==> src/rtl/uart_rx.sv <==
// 8N1 UART receiver: two-flop synchronised RX, mid-bit sampling with a down-counting
// baud timer, sticky rdy flag and framing-error flag for the command layer.
module uart_rx #(
  parameter int BAUD_DIV = 2604,
  parameter int CNT_W    = 12
) (
  input  logic       clk,
  input  logic       rst_n,
  input  logic       RX,
  input  logic       clr_rdy,
  output logic [7:0] rx_data,
  output logic       rdy,
  output logic       frm_err
);

  localparam logic [CNT_W-1:0] HALF_BIT = CNT_W'(BAUD_DIV / 2);
  localparam logic [CNT_W-1:0] FULL_M1  = CNT_W'(BAUD_DIV - 1);

  typedef enum logic [1:0] {IDLE, START, DATA, STOP} state_t;

  state_t           r_state;
  state_t           w_next_state;
  logic             r_sync1;
  logic             r_rx_s;
  logic             r_rx_prev;
  logic [CNT_W-1:0] r_cnt;
  logic [3:0]       r_bit_cnt;   // bit 3 is the terminal flag; the count never wraps
  logic [7:0]       r_shift;
  logic [7:0]       r_rx_data;
  logic             r_rdy;
  logic             r_frm_err;

  logic w_fall;
  logic w_sample;
  logic w_detect;
  logic w_reload;
  logic w_shift;
  logic w_finish;

  // Sync flops reset high so releasing reset with an idle line is not a start edge.
  // A third flop keeps the previous rx_s so IDLE re-arms only on a 1->0 transition.
  always_ff @(posedge clk or negedge rst_n) begin
    if (!rst_n) begin
      r_sync1   <= 1'b1;
      r_rx_s    <= 1'b1;
      r_rx_prev <= 1'b1;
    end else begin
      // NOTE: non-blocking assignments make this a true shift chain, not one flop.
      r_sync1   <= RX;
      r_rx_s    <= r_sync1;
      r_rx_prev <= r_rx_s;
    end
  end

  assign w_fall   = r_rx_prev & ~r_rx_s;
  assign w_sample = (r_cnt == '0);

  always_ff @(posedge clk or negedge rst_n) begin
    if (!rst_n) r_state <= IDLE;
    else        r_state <= w_next_state;
  end

  always_comb begin
    // NOTE: default first so every path assigns it and no latch is inferred.
    w_next_state = r_state;
    case (r_state)
      IDLE:  if (w_fall) w_next_state = START;
      START: if (w_sample) w_next_state = r_rx_s ? IDLE : DATA;
      DATA:  if (w_sample && r_bit_cnt == 4'd7) w_next_state = STOP;
      STOP:  if (w_sample) w_next_state = IDLE;
      default: w_next_state = IDLE;
    endcase
  end

  always_comb begin
    w_detect = 1'b0;
    w_reload = 1'b0;
    w_shift  = 1'b0;
    w_finish = 1'b0;
    case (r_state)
      IDLE:  w_detect = w_fall;
      START: w_reload = w_sample;
      DATA: begin
        w_shift  = w_sample & ~r_bit_cnt[3];
        w_reload = w_sample;
      end
      STOP:  w_finish = w_sample;
      default: ;
    endcase
  end

  always_ff @(posedge clk or negedge rst_n) begin
    if (!rst_n) begin
      r_cnt     <= '0;
      r_bit_cnt <= '0;
      r_shift   <= '0;
      r_rx_data <= '0;
      r_rdy     <= 1'b0;
      r_frm_err <= 1'b0;
    end else begin
      if (w_detect)      r_cnt <= HALF_BIT;
      else if (w_reload) r_cnt <= FULL_M1;
      else if (!w_sample) r_cnt <= r_cnt - 1'b1;

      if (w_detect) r_bit_cnt <= '0;
      else if (w_shift) r_bit_cnt <= r_bit_cnt + 4'd1;

      if (w_shift) r_shift <= {r_rx_s, r_shift[7:1]};

      if (w_finish) begin
        r_rx_data <= r_shift;
        r_frm_err <= ~r_rx_s;
      end

      // A completing frame outranks a same-cycle clear.
      if (w_finish)                r_rdy <= 1'b1;
      else if (clr_rdy || w_detect) r_rdy <= 1'b0;
    end
  end

  assign rx_data = r_rx_data;
  assign rdy     = r_rdy;
  assign frm_err = r_frm_err;

endmodule

==> config.mk <==
export PLATFORM = sky130hd
export DESIGN_NAME = uart_rx
export DESIGN_NICKNAME = d
export VERILOG_FILES = /design/src/rtl/uart_rx.sv
export SDC_FILE = /design/constraint.sdc
export NUM_CORES = 1
export LEC_CHECK = 0
export ABC_AREA = 0
export CAP_MARGIN = 20
export CORE_UTILIZATION = 55
export CTS_CLUSTER_DIAMETER = 100
export DETAILED_ROUTE_END_ITERATION = 7
export PLACE_DENSITY = 0.76
export SETUP_SLACK_MARGIN = 0.3
export SYNTH_ARGS = -nofsm -noshare
export SYNTH_HDL_FRONTEND = slang
export SYNTH_SLANG_ARGS = --single-unit
==> constraint.sdc <==
create_clock -name clk -period 4.1 [get_ports clk]
set_input_delay 1.23 -clock clk [delete_from_list [all_inputs] [get_ports clk]]
set_output_delay 1.23 -clock clk [all_outputs]
set_load 0.03 [all_outputs]
==> results of run 1 <==
[routing by layer]
| metal | up-vias | share of wire | GRT usage | routed length (um) |
|---|---|---|---|---|
| li1 | 616 | - | - | - |
| met1 | 640 | 0.47 | 0.2803 | 1585 |
| met2 | 23 | 0.49 | 0.3379 | 1659 |
| met3 | 7 | 0.027 | 0.03782 | 93 |
| met4 | 0 | 0.017 | 0.08889 | 59 |
| met5 | - | 0 | 0 | 0 |
[cell usage in the layout, fill, tap and decap left out, types with 2 or more instances in the layout]
cell / count
sky130_fd_sc_hd__nand2_1: 4
sky130_fd_sc_hd__a31oi_1: 3
sky130_fd_sc_hd__nor3_1: 4
sky130_fd_sc_hd__nor2_1: 8
sky130_fd_sc_hd__dfrtp_1: 36
sky130_fd_sc_hd__inv_1: 9
sky130_fd_sc_hd__dfstp_2: 3
sky130_fd_sc_hd__a211oi_1: 5
sky130_fd_sc_hd__a21oi_1: 8
sky130_fd_sc_hd__and2_1: 2
sky130_fd_sc_hd__nand3_1: 2
sky130_fd_sc_hd__nand2b_1: 3
sky130_fd_sc_hd__nand3b_1: 2
sky130_fd_sc_hd__xnor2_1: 2
sky130_fd_sc_hd__ha_1: 7
sky130_fd_sc_hd__a221oi_1: 2
sky130_fd_sc_hd__xor2_1: 2
sky130_fd_sc_hd__o21ai_0: 2
sky130_fd_sc_hd__clkdlybuf4s50_1: 12
sky130_fd_sc_hd__mux2_2: 2
sky130_fd_sc_hd__clkbuf_4: 5
sky130_fd_sc_hd__o21ai_1: 7
sky130_fd_sc_hd__nand2_8: 2
sky130_fd_sc_hd__mux2_4: 16
[power by group through the flow]
stage | Clock, mW | Sequential, mW | Combinational, mW
2_1_floorplan | 0 | 0.501 | 0.263
3_3_place_gp | 0 | 0.508 | 0.328
3_5_place_dp | 0 | 0.516 | 0.336
4_1_cts | 0.199 | 0.509 | 0.339
5_1_grt | 0.214 | 0.517 | 0.379
6_report | 0.192 | 0.508 | 0.337
[cells by family (layout without fill, tap and decap cells)]
group / count (synthesis) / in the layout / synth area share
and+or+nand+nor: 42 / 42 / 0.1523
DFF: 39 / 39 / 0.5010
AOI/OAI and AO/OA: 34 / 34 / 0.1133
muxes: 20 / 20 / 0.1452
buffers and inverters: 11 / 30 / 0.02559
adders and majority gates: 7 / 7 / 0.04478
xor gates and xnor gates: 4 / 4 / 0.01792
[sequential cells by signal, indices dropped and copies added, names as in the netlist, named ones only]
signal	cells
rdy	1
frm_err	1
r_rx_s	1
r_bit_cnt	4
r_sync1	1
r_state	1
rx_data	8
r_shift	8
r_rx_prev	1
r_cnt	12
[layout make-up]
| cell class | count | area, um^2 | area share |
|---|---|---|---|
| Clock buffer | 6 | 41.29 | 0.01898 |
| Timing Repair Buffer | 13 | 125.1 | 0.05750 |
| Clock inverter | 2 | 12.51 | 0.005750 |
| Inverter | 9 | 33.78 | 0.01553 |
| Sequential cell | 39 | 979.7 | 0.4503 |
| Multi-Input combinational cell | 107 | 925.9 | 0.4255 |
| Tap cell | 46 | 57.56 | 0.02645 |
[path summary, 6_finish.rpt]
check,cells past startpoint,endpoint,from
worst min register to register,0,r_rx_s,r_sync1
max in group asynchronous,1,r_state[0],rst_n
worst max register to register,6,r_shift[7],r_cnt[0]
min in group asynchronous,1,r_cnt[1],rst_n
worst min-delay path,0,r_rx_s,r_sync1
worst max-delay path,1,rx_data[2],rx_data[2]
==> impl_metrics.yaml, run 1 <==
outcome:
  outcome: "finished, final reports clean"
yosys:
  dominantRegCellSynth: "sky130_fd_sc_hd__dfrtp_1"
  synthDominantAreaCellType: "sky130_fd_sc_hd__dfrtp_1"
  synthDistinctLibCells: 48
  async_reset_ff_frac: 1.000
  flip_flop_and_latch_count_after_synthesis: 39
  synth_edf_count: 0
  yosys-top-cells-count: "36 x sky130_fd_sc_hd__dfrtp_1, 16 x sky130_fd_sc_hd__mux2_4, 9 x sky130_fd_sc_hd__inv_1"
  yosysTopAreaCellShare: 0.4607
  postSynthAreaPerCell_um2: 12.46
  syn_inst: 157
  yosysWarningCount: 0
  synth_seq_area_share: 0.5010
  number_of_nets_in_the_synthesized_netlist: 168
  syn-cell-area_mm2: 0.001956
  synth.most_common_cell: "sky130_fd_sc_hd__dfrtp_1"
  synth_area_leaders: "sky130_fd_sc_hd__dfrtp_1 46%, sky130_fd_sc_hd__mux2_4 12%, sky130_fd_sc_hd__ha_1 4.5%, sky130_fd_sc_hd__dfstp_2 4.0%, sky130_fd_sc_hd__a21oi_1 2.0%"
global_routing:
  first_global_vias: 1247
  gr-usage-all-layers: 0.2103
  antenna_found_initial: 0
  global_route_wire_length_before_repair_mm: 5.747
  globalRouteOverflowTotal: 0
  grt_max_degree: 40
timing:
  rsz0062_at_grt: "false"
  fin_ws_ps: 1475
  fin_tns_setup_ps: 0
  fin_hold_viols: 0
  final_period_minus_worst_setup_slack_ps: 2625
  tightest_slew_ps: 832.4
  finalClockSkew_ps: 11.26
  period_utilization: 0.6403
  achievable-frequency_ghz: 0.3809
  setup_viol_count_final: 0
  timing.hold.ws_ps: 352.7
  drv_slew: 0
  worst_slew_margin_rel: 0.4451
place:
  finalWeightedCongestion: 0.7745
  placed_cell_area_mm2: 0.002122
  number_of_cells_in_the_design_after_placement: 214
  detailed_place_hpwl_mm: 2.400
  number_of_input_and_output_port_buffers_inserted: 13
  preCtsSetupSlack_ps: 1773
critical_path:
  crit_slowest_cell: "sky130_fd_sc_hd__clkdlybuf4s50_1"
  path_max_fanout: 2
  crit_path_start_kind: "register"
  cp-end-kind: "output pin"
  worst-r2r-setup-slack_ps: 1740
  crit_buf_inv: 1
  timing.critical_path.required_ps: 2870
  slowest_delay_ps: 670
  path_cells: "clkdlybuf4s50_1"
  critical-path-top-delay-family: "buffers and inverters"
  arrival_ps: 1400
  worst_setup_path_category: "reg2out"
clock_network:
  number_of_gates_resized_after_cts: 0
  htree_levels: 2
  cell_chosen_for_the_clock_root: "sky130_fd_sc_hd__clkbuf_4"
  cts_hold_buf: 0
  clk_pin_slew_ps: 110
  clk_path_buf_depth: 2
  numClockSinks: 39
  post-cts-setup-buffers: 0
  cts_buffers: 5
  clock_tree_from_tritoncts: "done"
  clock_latency_ps: 350
final_layout:
  flow.area_growth_from_synthesis_pct: 11.26
  final_area_mm2: 0.002176
  drive_above_1_share: 0.2102
  filler_cells_inserted: 260
  finish.net_count: 186
  antenna_cells_inserted: 0
  finalNonFillerCells: 222
  utilization: 0.6469
floorplan:
  num_rows: 21
  die-area_mm2: 0.003798
  die_h_um: 61.63
  initial_core_util: 0.5815
  die_width_um: 61.63
  core-area_mm2: 0.003363
  io_pins: 14
min_path:
  hold_path.class: "reg2reg"
pwr:
  power.internal_mw: 0.6430
  power.density_cell_area_mw_per_mm2: 476.5
  power.ir.vdd_worst_mv: 0.2813
  switching_part_of_the_total: 0.3799
  power.sequential.fraction: 0.490
  comb_power_share: 0.325
  p_leak_nw: 1.006
  totalPowerFinal_mw: 1.037
  power_frac_clock: 0.185
  p_sw_mw: 0.3939
detailed_routing:
  first_iter_violations: 85
  first_pass_iters: 4
  wl_mm: 3.397
  avgRoutedWirePerCell_um: 15.30
  vias_per_cell: 5.793
  routed-via-count: 1286
  remaining_drc_errors: 0
  route.antenna.remaining_nets: 0
run:
  drv.max_cap_violation_count: 0
Power figures use the tool's default switching activity.
==> run 2: changes to the inputs <==
CORE_UTILIZATION = 52   (was 55)
clock period = 2.3 ns   (was 4.1 ns; I/O delays follow)
==> run 2 against run 1 <==
Net effect:
- sequential share of layout area shrank 3.4 points
- combinational power is 110% higher
- largest cell class unchanged
- first-iteration DRC count rose by 21%
- die area grew 5.6%
- flip-flop and latch count stayed put
- non-clock buffer count rose by 13
- clock power increased to 3.0 times the previous value
- final cell count rose by 5.9%
- critical path type is now reg2reg
- global-route usage decreased by 0.65 points
- setup slack got worse by 1100 ps
- via count grew 5.1%
- highest routed layer unchanged
- critical path depth is 4 higher
==> impl_metrics.yaml, run 2 (synthesized netlist as in run 1, its figures left out) <==
outcome:
  outcome: "finished, final reports clean"
final_layout:
  finish.net_count: 199
  flow.area_growth_from_synthesis_pct: 20.41
  max_flop_register: "r_cnt"
  drive_above_1_share: 0.2751
  largest_register_ffs: 12
  final_cell_mix: "36 x sky130_fd_sc_hd__dfrtp_1, 16 x sky130_fd_sc_hd__mux2_4, 12 x sky130_fd_sc_hd__buf_4"
  finalNonFillerCells: 235
  mostFrequentLayoutCell: "sky130_fd_sc_hd__dfrtp_1"
  antenna_cells_inserted: 0
detailed_routing:
  routed-via-count: 1352
  vias_per_cell: 5.753
  wl_mm: 3.867
  first_iter_violations: 103
  first_pass_iters: 4
  route.antenna.remaining_nets: 0
  remaining_drc_errors: 0
  avgRoutedWirePerCell_um: 16.46
critical_path:
  crit_slowest_cell: "sky130_fd_sc_hd__dfrtp_1"
  crit_cells: 5
  critical-path-top-delay-family: "simple AND/OR/NAND/NOR gates"
  crit_path_start_kind: "register"
  cp-end-kind: "register"
  path_cells: "nor4_4 -> and4_2 -> buf_12 -> nand2_8 -> mux2_4"
  crit_buf_inv: 1
  reg2reg_depth: 5
  timing.critical_path.required_ps: 2480
  worst_setup_path_category: "reg2reg"
  slowest_delay_ps: 460
  arrival_ps: 2090
  path_max_fanout: 10
clock_network:
  cell_chosen_for_the_clock_root: "sky130_fd_sc_hd__clkbuf_8"
  clk_path_buf_depth: 2
  cts_hold_buf: 0
  cts_buffers: 5
  clk_pin_slew_ps: 70
  clock_tree_from_tritoncts: "done"
  clock_latency_ps: 290
  numClockSinks: 39
  htree_levels: 2
timing:
  period_utilization: 0.8317
  fin_tns_setup_ps: 0
  drv_slew: 0
  fin_ws_ps: 387.0
  achievable-frequency_ghz: 0.5227
  rsz0062_at_grt: "false"
  final_period_minus_worst_setup_slack_ps: 1913
  fin_hold_viols: 0
  worst_slew_margin_rel: 0.6778
  setup_viol_count_final: 0
  tightest_slew_ps: 483.2
  finalClockSkew_ps: 2.542
min_path:
  hold_path.class: "reg2reg"
  hold_depth: 0
floorplan:
  die_width_um: 63.33
  initial_core_util: 0.5639
  die-area_mm2: 0.004010
  core-area_mm2: 0.003468
  die_h_um: 63.33
  num_rows: 21
  io_pins: 14
run:
  drv.max_cap_violation_count: 0
global_routing:
  antenna_found_initial: 0
  global_route_wire_length_before_repair_mm: 6.334
  grt_max_degree: 40
  first_global_vias: 1384
  gr-usage-all-layers: 0.2038
  globalRouteOverflowTotal: 0
place:
  detailed_place_hpwl_mm: 2.676
  finalWeightedCongestion: 0.8406
  number_of_input_and_output_port_buffers_inserted: 13
  number_of_cells_in_the_design_after_placement: 221
  preCtsSetupSlack_ps: 226.0
pwr:
  power.ir.vdd_worst_mv: 0.5539
  p_leak_nw: 1.188
  power.density_cell_area_mw_per_mm2: 931.3
## run 2: final timing paths
path                           from    endpoint  slack [ps]
max                        r_cnt[3]  rx_data[6]         390
min                         r_sync1      r_rx_s         370
max reg2reg                r_cnt[3]  rx_data[6]         390
min reg2reg                 r_sync1      r_rx_s         370
max in group asynchronous     rst_n      r_rx_s        1500
min in group asynchronous     rst_n    r_cnt[2]         440
## run 2: power by group
| group | switching, mW | internal [mW] | total, mW |
|---|---|---|---|
| registers | 0.122 | 0.785 | 0.906 |
| logic | 0.404 | 0.298 | 0.702 |
| clock network | 0.233 | 0.351 | 0.584 |
## run 2: layout make-up
class	instances	area, um^2
clock buffer	6	82.58
multi-input combinational	107	935.9
clock inverter	2	35.03
sequential	39	979.7
timing repair buffer	26	230.2
fill	255	1114
inverter	9	33.78
tap	46	57.56
## run 2: layer usage
layer / routed length [um] / up-vias / track usage
met5: 0 / - / 0
met4: 60 / 0 / 0.09091
met3: 91 / 8 / 0.04167
met2: 1893 / 21 / 0.3218
met1: 1822 / 684 / 0.2689
li1: - / 639 / -
## run 2: metrics by stage
step / area [um^2] / power, mW / hold slack (ps) / util
CTS: 2305 / 2.162 / 361.9 / 0.6645
floorplan: 1956 / 1.361 / 345.2 / -
detailed placement: 2187 / 1.570 / 349.3 / 0.6306
global placement: 2187 / 1.517 / 350.1 / 0.6306
finish: 2355 / 2.193 / 365.3 / 0.6789
global route: 2355 / 2.315 / 362.2 / 0.6789
## run 2: timing repair
action	4_1_cts	5_1_grt
setup endpoints to repair	16	25
buffers inserted	0	6
hold endpoints to repair	0	0
resized for setup	10	2
pin swaps	0	2
